--- src/rtl/unidad_control_multiciclo.sv ---
// Multicycle MIPS-style control unit (Moore FSM).
// Sequences FETCH/DECODE and the per-class execution states, and decodes the datapath
// controls from the current state and the opcode latched in DECODE.
// Ports:
//   clk, reset        - rising-edge clock, synchronous active-high reset
//   OpCode            - instruction opcode, sampled in DECODE
//   MemReady          - memory access completes this cycle
//   PCWrite..ALUSrcA  - one-bit datapath controls
//   ALUSrcB, PCSource - operand / PC source selects
//   ALUOp             - ALU operation class, 3-bit codes zero-extended to ALUOP_W
//   BranchType        - 00 beq, 01 bne, 10 bgtz
//   State             - current FSM state
//   IllegalOp         - pulse in DECODE for an unknown opcode
//   InstrDone         - pulse in the last cycle of each legal instruction
//   InstrCount        - retired-instruction counter, wraps
module unidad_control_multiciclo #(
   parameter int unsigned ALUOP_W     = 3,
   parameter bit          MEM_WAIT_EN = 1'b1,
   parameter int unsigned CNT_W       = 16
) (
   input  logic               clk,
   input  logic               reset,
   input  logic [5:0]         OpCode,
   input  logic               MemReady,
   output logic               PCWrite,
   output logic               PCWriteCond,
   output logic               IorD,
   output logic               MemRead,
   output logic               MemWrite,
   output logic               IRWrite,
   output logic               MemToReg,
   output logic               RegDst,
   output logic               RegWrite,
   output logic               ALUSrcA,
   output logic [1:0]         ALUSrcB,
   output logic [1:0]         PCSource,
   output logic [ALUOP_W-1:0] ALUOp,
   output logic [1:0]         BranchType,
   output logic [3:0]         State,
   output logic               IllegalOp,
   output logic               InstrDone,
   output logic [CNT_W-1:0]   InstrCount
);

   typedef enum logic [3:0] {
      StFetch  = 4'd0,
      StDecode = 4'd1,
      StMemAdr = 4'd2,
      StMemRd  = 4'd3,
      StMemWb  = 4'd4,
      StMemWr  = 4'd5,
      StExec   = 4'd6,
      StRwb    = 4'd7,
      StIExec  = 4'd8,
      StIwb    = 4'd9,
      StBranch = 4'd10,
      StJump   = 4'd11
   } state_e;

   localparam logic [5:0] OpRtype = 6'b000000;
   localparam logic [5:0] OpJ     = 6'b000010;
   localparam logic [5:0] OpBeq   = 6'b000100;
   localparam logic [5:0] OpBne   = 6'b000101;
   localparam logic [5:0] OpBgtz  = 6'b000111;
   localparam logic [5:0] OpAddi  = 6'b001000;
   localparam logic [5:0] OpSlti  = 6'b001010;
   localparam logic [5:0] OpAndi  = 6'b001100;
   localparam logic [5:0] OpOri   = 6'b001101;
   localparam logic [5:0] OpLw    = 6'b100011;
   localparam logic [5:0] OpSw    = 6'b101011;

   state_e           state_q, state_d;
   logic [5:0]       op_q, op_d;
   logic [CNT_W-1:0] cnt_q, cnt_d;

   logic mem_rdy;
   logic pc_write, pc_write_cond, mem_read, mem_write, ir_write, reg_write;
   logic illegal_op, instr_done;
   logic [2:0] alu_op3;

   // With waiting disabled every memory access completes in one cycle.
   assign mem_rdy = MEM_WAIT_EN ? MemReady : 1'b1;

   // Next-state and opcode latch.
   always_comb begin
      state_d = StFetch;
      op_d    = op_q;
      case (state_q)
         StFetch:  state_d = mem_rdy ? StDecode : StFetch;
         StDecode: begin
            op_d = OpCode;
            case (OpCode)
               OpLw, OpSw:                   state_d = StMemAdr;
               OpRtype:                      state_d = StExec;
               OpAddi, OpAndi, OpOri, OpSlti: state_d = StIExec;
               OpBeq, OpBne, OpBgtz:         state_d = StBranch;
               OpJ:                          state_d = StJump;
               default:                      state_d = StFetch;
            endcase
         end
         StMemAdr: state_d = (op_q == OpSw) ? StMemWr : StMemRd;
         StMemRd:  state_d = mem_rdy ? StMemWb : StMemRd;
         StMemWb:  state_d = StFetch;
         StMemWr:  state_d = mem_rdy ? StFetch : StMemWr;
         StExec:   state_d = StRwb;
         StRwb:    state_d = StFetch;
         StIExec:  state_d = StIwb;
         StIwb:    state_d = StFetch;
         StBranch: state_d = StFetch;
         StJump:   state_d = StFetch;
         default:  state_d = StFetch;
      endcase
   end

   assign cnt_d = instr_done ? cnt_q + CNT_W'(1) : cnt_q;

   always_ff @(posedge clk) begin
      if (reset) begin
         state_q <= StFetch;
         op_q    <= 6'd0;
         cnt_q   <= '0;
      end else begin
         state_q <= state_d;
         op_q    <= op_d;
         cnt_q   <= cnt_d;
      end
   end

   // Output decode from state and latched opcode; only FETCH/MEMWR look at MemReady and
   // DECODE looks at the live opcode (the latched copy is not yet valid there).
   always_comb begin
      pc_write      = 1'b0;
      pc_write_cond = 1'b0;
      IorD          = 1'b0;
      mem_read      = 1'b0;
      mem_write     = 1'b0;
      ir_write      = 1'b0;
      MemToReg      = 1'b0;
      RegDst        = 1'b0;
      reg_write     = 1'b0;
      ALUSrcA       = 1'b0;
      ALUSrcB       = 2'b00;
      PCSource      = 2'b00;
      alu_op3       = 3'b000;
      BranchType    = 2'b00;
      illegal_op    = 1'b0;
      instr_done    = 1'b0;
      case (state_q)
         StFetch: begin
            mem_read = 1'b1;
            ALUSrcB  = 2'b01;
            ir_write = mem_rdy;
            pc_write = mem_rdy;
         end
         StDecode: begin
            ALUSrcB = 2'b11;
            case (OpCode)
               OpLw, OpSw, OpRtype, OpAddi, OpAndi, OpOri, OpSlti,
               OpBeq, OpBne, OpBgtz, OpJ: illegal_op = 1'b0;
               default:                   illegal_op = 1'b1;
            endcase
         end
         StMemAdr: begin
            ALUSrcA = 1'b1;
            ALUSrcB = 2'b10;
         end
         StMemRd: begin
            mem_read = 1'b1;
            IorD     = 1'b1;
         end
         StMemWb: begin
            reg_write  = 1'b1;
            MemToReg   = 1'b1;
            instr_done = 1'b1;
         end
         StMemWr: begin
            mem_write  = 1'b1;
            IorD       = 1'b1;
            instr_done = mem_rdy;
         end
         StExec: begin
            ALUSrcA = 1'b1;
            alu_op3 = 3'b010;
         end
         StRwb: begin
            RegDst     = 1'b1;
            reg_write  = 1'b1;
            instr_done = 1'b1;
         end
         StIExec: begin
            ALUSrcA = 1'b1;
            ALUSrcB = 2'b10;
            case (op_q)
               OpAndi:  alu_op3 = 3'b100;
               OpOri:   alu_op3 = 3'b101;
               OpSlti:  alu_op3 = 3'b111;
               default: alu_op3 = 3'b000;
            endcase
         end
         StIwb: begin
            reg_write  = 1'b1;
            instr_done = 1'b1;
         end
         StBranch: begin
            ALUSrcA       = 1'b1;
            pc_write_cond = 1'b1;
            PCSource      = 2'b01;
            instr_done    = 1'b1;
            case (op_q)
               OpBne: begin
                  alu_op3    = 3'b001;
                  BranchType = 2'b01;
               end
               OpBgtz: begin
                  alu_op3    = 3'b110;
                  BranchType = 2'b10;
               end
               default: begin
                  alu_op3    = 3'b001;
                  BranchType = 2'b00;
               end
            endcase
         end
         StJump: begin
            pc_write   = 1'b1;
            PCSource   = 2'b10;
            instr_done = 1'b1;
         end
         default: ;
      endcase
   end

   // State-changing strobes are forced low while reset is held.
   assign PCWrite     = pc_write & ~reset;
   assign PCWriteCond = pc_write_cond & ~reset;
   assign MemRead     = mem_read & ~reset;
   assign MemWrite    = mem_write & ~reset;
   assign IRWrite     = ir_write & ~reset;
   assign RegWrite    = reg_write & ~reset;
   assign IllegalOp   = illegal_op & ~reset;
   assign InstrDone   = instr_done & ~reset;

   assign ALUOp      = ALUOP_W'(alu_op3);
   assign State      = state_q;
   assign InstrCount = cnt_q;

endmodule

--- config.mk ---
export PLATFORM = sky130hd
export DESIGN_NAME = unidad_control_multiciclo
export DESIGN_NICKNAME = d
export VERILOG_FILES = /design/src/rtl/unidad_control_multiciclo.sv
export SDC_FILE = /design/constraint.sdc
export NUM_CORES = 1
export LEC_CHECK = 0
export CORE_MARGIN = 2
export CORE_UTILIZATION = 35
export DETAILED_ROUTE_END_ITERATION = 7
export DONT_BUFFER_PORTS = 1
export GPL_ROUTABILITY_DRIVEN = 0
export GPL_TIMING_DRIVEN = 0
export PLACE_DENSITY = 0.58
export SLEW_MARGIN = 10
export SYNTH_ARGS = -nofsm -noshare
export SYNTH_HDL_FRONTEND = slang
export SYNTH_SLANG_ARGS = --single-unit
--- constraint.sdc ---
create_clock -name clk -period 1.8 [get_ports clk]
set_input_delay 0.18 -clock clk [delete_from_list [all_inputs] [get_ports clk]]
set_output_delay 0.18 -clock clk [all_outputs]
set_load 0.02 [all_outputs]
Yosys cells after proc, flatten, opt, wreduce, memory -nomap -nowiden

Index checks and enable logic that the tools add are counted.
Widths: inputs -> output; s select.

Input port bits: 9
Output and inout bits: 41
Logic and storage cells: 78
Bits in registers: 26

Bitwise gates (word level): 9
$add $sub $neg: 1
Mux-type cells: 26
Reductions and logical operators: 12
Equal/unequal tests: 27

Operator list:

| kind                  | count |
|---|---|
| $eq 6x4->1 const B    | 7 |
| $eq 6x3->1 const B    | 5 |
| $pmux 4 s7            | 1 |
| $pmux 4 s5            | 1 |
| $eq 6x6->1 const B    | 3 |
| $pmux 3 s3            | 2 |
| $add 16x1->16 const B | 1 |
| $eq 4x3->1 const B    | 4 |
| $eq 4x4->1 const B    | 4 |
| $mux 1                | 12 |
| $mux 3                | 4 |
| $reduce_or 11->1      | 1 |
| $and 1x1->1           | 8 |
| $eq 4x2->1 const B    | 2 |
| $pmux 2 s2            | 2 |
| $reduce_or 2->1       | 4 |
| $reduce_or 4->1       | 2 |
| $eq 6x2->1 const B    | 1 |
| $logic_not 6->1       | 1 |
| $pmux 2 s3            | 1 |
| $reduce_or 3->1       | 2 |
| $reduce_or 5->1       | 1 |
| $eq 4x1->1 const B    | 1 |
| $logic_not 4->1       | 1 |
| 3 further kinds       | 4 |

Depth between registers and ports, before layout

Gate-level depths: netlist (run 1).

Depth in word-level cells: 5
Depth in mapped cells: 6
Depth with buffers taken out: 4

Worst setup path before layout (run 1)

OpenSTA, ideal clock, no wires.

Path type: register to output
Start point: register state_q[0], in the netlist State[0]
End point: output MemWrite
Path buffers: 2
Setup slack: -0.212 ns
Stages on the path, launching flop included: 5
Data required time: 1.620 ns
Arrival: 1.832 ns
Cell sequence: dfxtp_1 > clkbuf_1 > clkbuf_1 > inv_1 > nor4_1

Word-level cells in the longest chain between the ends: 3

RTL lines:

| element                  | line | source |
|---|---|---|
| start: declaration       | 72   | `state_e state_q, state_d;` |
| start signal: assignment | 119  | `state_q <= StFetch;` |
| start signal: assignment | 123  | `state_q <= state_d;` |
| $eq 4x3->1               | 148  | `case (state_q)` |
| $mux 1                   | 148  |  |
| $and 1x1->1              | 237  | `assign MemWrite = mem_write & ~reset;` |
| end: declaration         | 29   | `output logic MemWrite,` |

No other way between the ends.

Worst setup path in the final report (run 1)

Start point: register state_q[2], in the netlist State[2]
End point: output IllegalOp

Word-level cells in the longest chain between the ends: 3

RTL lines:

| element          | line | source |
|---|---|---|
| $eq 4x1->1       | 148  |  |
| $mux 1           | 148  |  |
| $and 1x1->1      | 240  | `assign IllegalOp = illegal_op & ~reset;` |
| end: declaration | 40   | `output logic IllegalOp,` |

No other way between the ends.

==> metrics.md, run 1 <==
| Metric | Value |
|---|---|
| Worst Setup Path Type | `reg -> out` |
| Req. time, crit path | `around 1.6 ns` |
| Vias per cell | `5.96` |
| Die X | `around 74 um` |
| Routed len/inst | `approximately 16 um` |
| Number of max-cap violations | `0` |
| Post-layout power | `1.21 mW` |
| Worst setup margin | `-0.249 ns` |
| Reg2Reg Depth | `7` |
| Nets | `approximately 260` |
| Xor/xnor cell area share of the yosys netlist | `~2.6%` |
| Critical path endpoint category | `primary output` |
| Drt pass-1 iters | `4` |
| WHS Path Cells | `2` |
| Root Buffer | `clkbuf_8` |
| DRC | `0` |
| Status | `finished, violations left` |
| Synthesis Warnings | `0` |
| Reg clk slew, reported paths | `roughly 0.090 ns` |
| Initial DRC Count | `between 100 and 150` |
| Final Hold Vio Count | `0` |
| DRT antenna net count | `0` |
| Final period utilization | `114%` |
| Peak VDD IR | `0.281 mV` |
| Worst R2R Setup Slack | `-0.17 ns` |
| CTS Hold Bufs | `0` |
| Multiplexer share of the synthesized area | `1.85%` |
| Routed via count | `1,811` |
| Synth Flop Type | `dfxtp_1` |
| CTS tree | `done` |
| Cell area after synthesis | `0.00169 sq mm` |
| Largest family of logic cells by synthesized area | `simple AND/OR/NAND/NOR gates` |
| Worst EP arrival | `1.87 ns` |
| Clock Latency Late Sink | `0.27 ns` |
| Std cell rows | `25` |
| Static Leak | `about 0.75 nW` |
| Clock sink total | `26` |
| Final setup viols | `24` |
| Synth cell types | `50` |
| Hold endpoint | `op_q[0]$_SDFFE_PP0P_` |
| Starting Density | `~36%` |
| Highest clock rate | `around 0.5 GHz` |
| Tightest Pin Transition | `around 0.73 ns` |
| H-tree levels | `1` |
| Core box area | `0.00469 sq mm` |
| Ratio of cells with drive above 1 in the final layout | `between 30% and 40%` |
| Synth Area in Simple Gates | `between 30% and 40%` |
| Clk_skew | `just over 0.008 ns` |
| Post-synthesis adder-cell area fraction | `less than 1%` |
| Initial antenna violation count | `0` |
| Syn nets | `about 240` |
| First-pass GRT wire length | `7630 um` |
| Largest net degree at the start of global routing | `16` |
| Ant. Diodes | `0` |
| Port Buf Inserts | `0` |
| P&R area growth vs syn | `33.2%` |
| Die area | `around 0.0054 sq mm` |
| Max-slew headroom | `51.5%` |
| Syn_area_per_cell | `approximately 7.3 sq um` |
| # IOs | `50` |
| Post-Syn Instances | `between 200 and 250` |
| Setup TNS | `-1.93 ns` |
| Start of the worst register-to-register path | `State[2]$_SDFF_PP0_` |
| Synth Area in Compound Gates | `around 23%` |
| Number of synthesized flops with an enable pin | `0` |
| TritonCTS Buffers | `3` |
| RSZ-0062 raised after global routing | `true` |
| Critical Path Fanout Max | `6` |
| GRT Util Overall | `roughly 18%` |
| Die height | `73.6 um` |
| Global route total overflow | `0` |
| Failing checks | `negative setup slack` |
| Sequential fraction of the synthesis area | `~31%` |
| Startpoint Class | `flop` |
| Worst reg2reg endpoint | `InstrCount[5]$_SDFFE_PP0P_` |
| Synthesized flop and latch total | `26` |
| Max Buffers Root-to-Sink | `2` |
| Hold Startpoint | `OpCode[0]` |
| Hold WC Path Type | `in -> reg` |
| Asr flop ratio synth | `0%` |
| PwrDens | `537 mW/mm^2` |
| Number of global-route vias before repair | `about 1,500` |
| Final WL | `between 4000 and 5000 um` |
| Detailed Place HPWL | `approximately 3300 um` |
| Slew Limit Fails | `0` |
| Final min period | `between 2 and 2.5 ns` |
[area by class of cell]
type	instances	area [sq um]
sequential	26	543
timing repair buffer	15	129
multi-input combinational	182	1300
fill	460	2440
tap	54	67.6
inverter	7	26.3
clock buffer	4	66.3
buffer	16	125
[registers in the layout, summed over array words and instances, names as in the netlist]
name	flops
op_q	6
State	4
InstrCount	16
[where the power goes]
group          switching (mW)  internal [mW]  leakage, nW
combinational           0.107         0.0675        0.498
clock                   0.191          0.242       0.0339
sequential             0.0228          0.582        0.216
total                   0.321          0.891        0.748
[worst max path at each step]
| stage | start | to | slack [ns] | depth (start not counted) |
|---|---|---|---|---|
| 6_report | State[2]$_SDFF_PP0_ | IllegalOp | -0.25 | 4 |
| 5_1_grt | State[2]$_SDFF_PP0_ | IllegalOp | -0.31 | 4 |
| 4_1_cts | State[1]$_SDFF_PP0_ | IllegalOp | -0.36 | 4 |
| 3_5_place_dp | State[0]$_SDFF_PP0_ | IllegalOp | -0.22 | 5 |
| 3_3_place_gp | State[0]$_SDFF_PP0_ | IllegalOp | -0.21 | 5 |
| 2_1_floorplan | State[2]$_SDFF_PP0_ | IllegalOp | -0.03 | 5 |
[worst max-delay path: stages, from the launching register on]
cell,delay [ns]
dfxtp_4,0.38
buf_8,0.14
or4b_4,0.56
a311oi_4,0.24
o311a_4,0.28
[synth_stat cells, drive strengths merged, types with 2 or more instances]
cell	number	area share, %
or4	6	2.7
o21ai	12	3.5
nand2b	5	1.8
nor3	10	3.0
nor2	19	4.2
inv	7	1.6
or3	6	2.2
nand3	6	1.8
mux2i	2	1.2
a211oi	2	0.89
nand2	31	6.9
nand4	7	2.6
buf	8	2.5
nor2b	4	1.5
a21oi	25	7.4
and3	5	1.8
nor4b	2	1.4
a31oi	2	0.74
o31ai	7	3.1
clkbuf	9	2.0
nand4b	2	1.0
xor2	4	2.1
a21boi	2	0.89
dfxtp	26	31
[through the flow]
| stage | area, sq um | setup slack [ns] | util (%) | hold slack, ns | cells |
|---|---|---|---|---|---|
| floorplan | 1730 | -0.0306 | - | 0.316 | 232 |
| global placement | 1800 | -0.208 | 38.3 | 0.320 | 286 |
| detailed placement | 1800 | -0.224 | 38.3 | 0.323 | 286 |
| CTS | 2070 | -0.359 | 44.1 | 0.0294 | 295 |
| global route | 2260 | -0.314 | 48.1 | 0.0192 | 304 |
| finish | 2260 | -0.249 | 48.1 | 0.0304 | 304 |
[per-layer routing]
metal,global-route usage [%],part of all wire (%),vias to the layer above
li1,-,-,893
met1,25.8,46,863
met2,26.8,47,51
met3,3.70,6.0,4
met4,4.24,0.96,0
met5,0,0,-
[logic make-up (layout without fill, tap and decap cells)]
family                   after synthesis  count (layout)
XOR/XNOR                               5               5
flip-flops                            26              26
AND/OR/NAND/NOR                      111             111
multiplexers                           3               3
buffers and inverters                 24              42
adder cells (fa/ha/maj)                1               1
AO/OA/AOI/OAI                         62              62
[repair_timing]
item | 4_1_cts | 5_1_grt
resized for setup | 48 | 30
hold endpoints to repair | 0 | 0
setup buffers | 6 | 9
pin swaps | 11 | 8
setup endpoints to repair | 35 | 31
[cells in the final DEF, fill, tap and decap left out, types with 2 or more instances in the layout]
cell type	n
nor3_4	3
nor2_4	3
nand2b_1	3
xor2_1	4
or4_1	6
nand3_1	6
nand4b_1	2
dfxtp_4	4
clkbuf_8	4
nand4_1	7
nor3_1	4
nand2b_4	2
and3_1	4
buf_8	2
dfxtp_2	6
buf_6	3
nand2_1	30
o31ai_1	6
mux2i_1	2
nor2_1	14
inv_1	6
a31oi_1	2
dfxtp_1	16
clkbuf_1	3
buf_4	15
o21ai_0	10
nor2b_1	3
nor2_2	2
or3_1	6
buf_1	2
a21oi_1	24
nor3_2	3
clkbuf_4	2
No activity file was read; power rests on OpenSTA's default activity.
==> run 2, diff against run 1 <==
--- a/config.mk
+++ b/config.mk
@@ -5,6 +5,7 @@
 export SDC_FILE = /design/constraint.sdc
 export NUM_CORES = 1
 export LEC_CHECK = 0
+export ABC_CLOCK_PERIOD_IN_PS = 1800
 export CORE_MARGIN = 2
 export CORE_UTILIZATION = 35
 export DETAILED_ROUTE_END_ITERATION = 7
@@ -12,7 +13,7 @@
 export GPL_ROUTABILITY_DRIVEN = 0
 export GPL_TIMING_DRIVEN = 0
 export PLACE_DENSITY = 0.58
-export SLEW_MARGIN = 10
+export SLEW_MARGIN = 20
 export SYNTH_ARGS = -nofsm -noshare
 export SYNTH_HDL_FRONTEND = slang
 export SYNTH_SLANG_ARGS = --single-unit
==> results of run 2 <==
No change in the layout: final DEF, timing and power equal those of run 1.
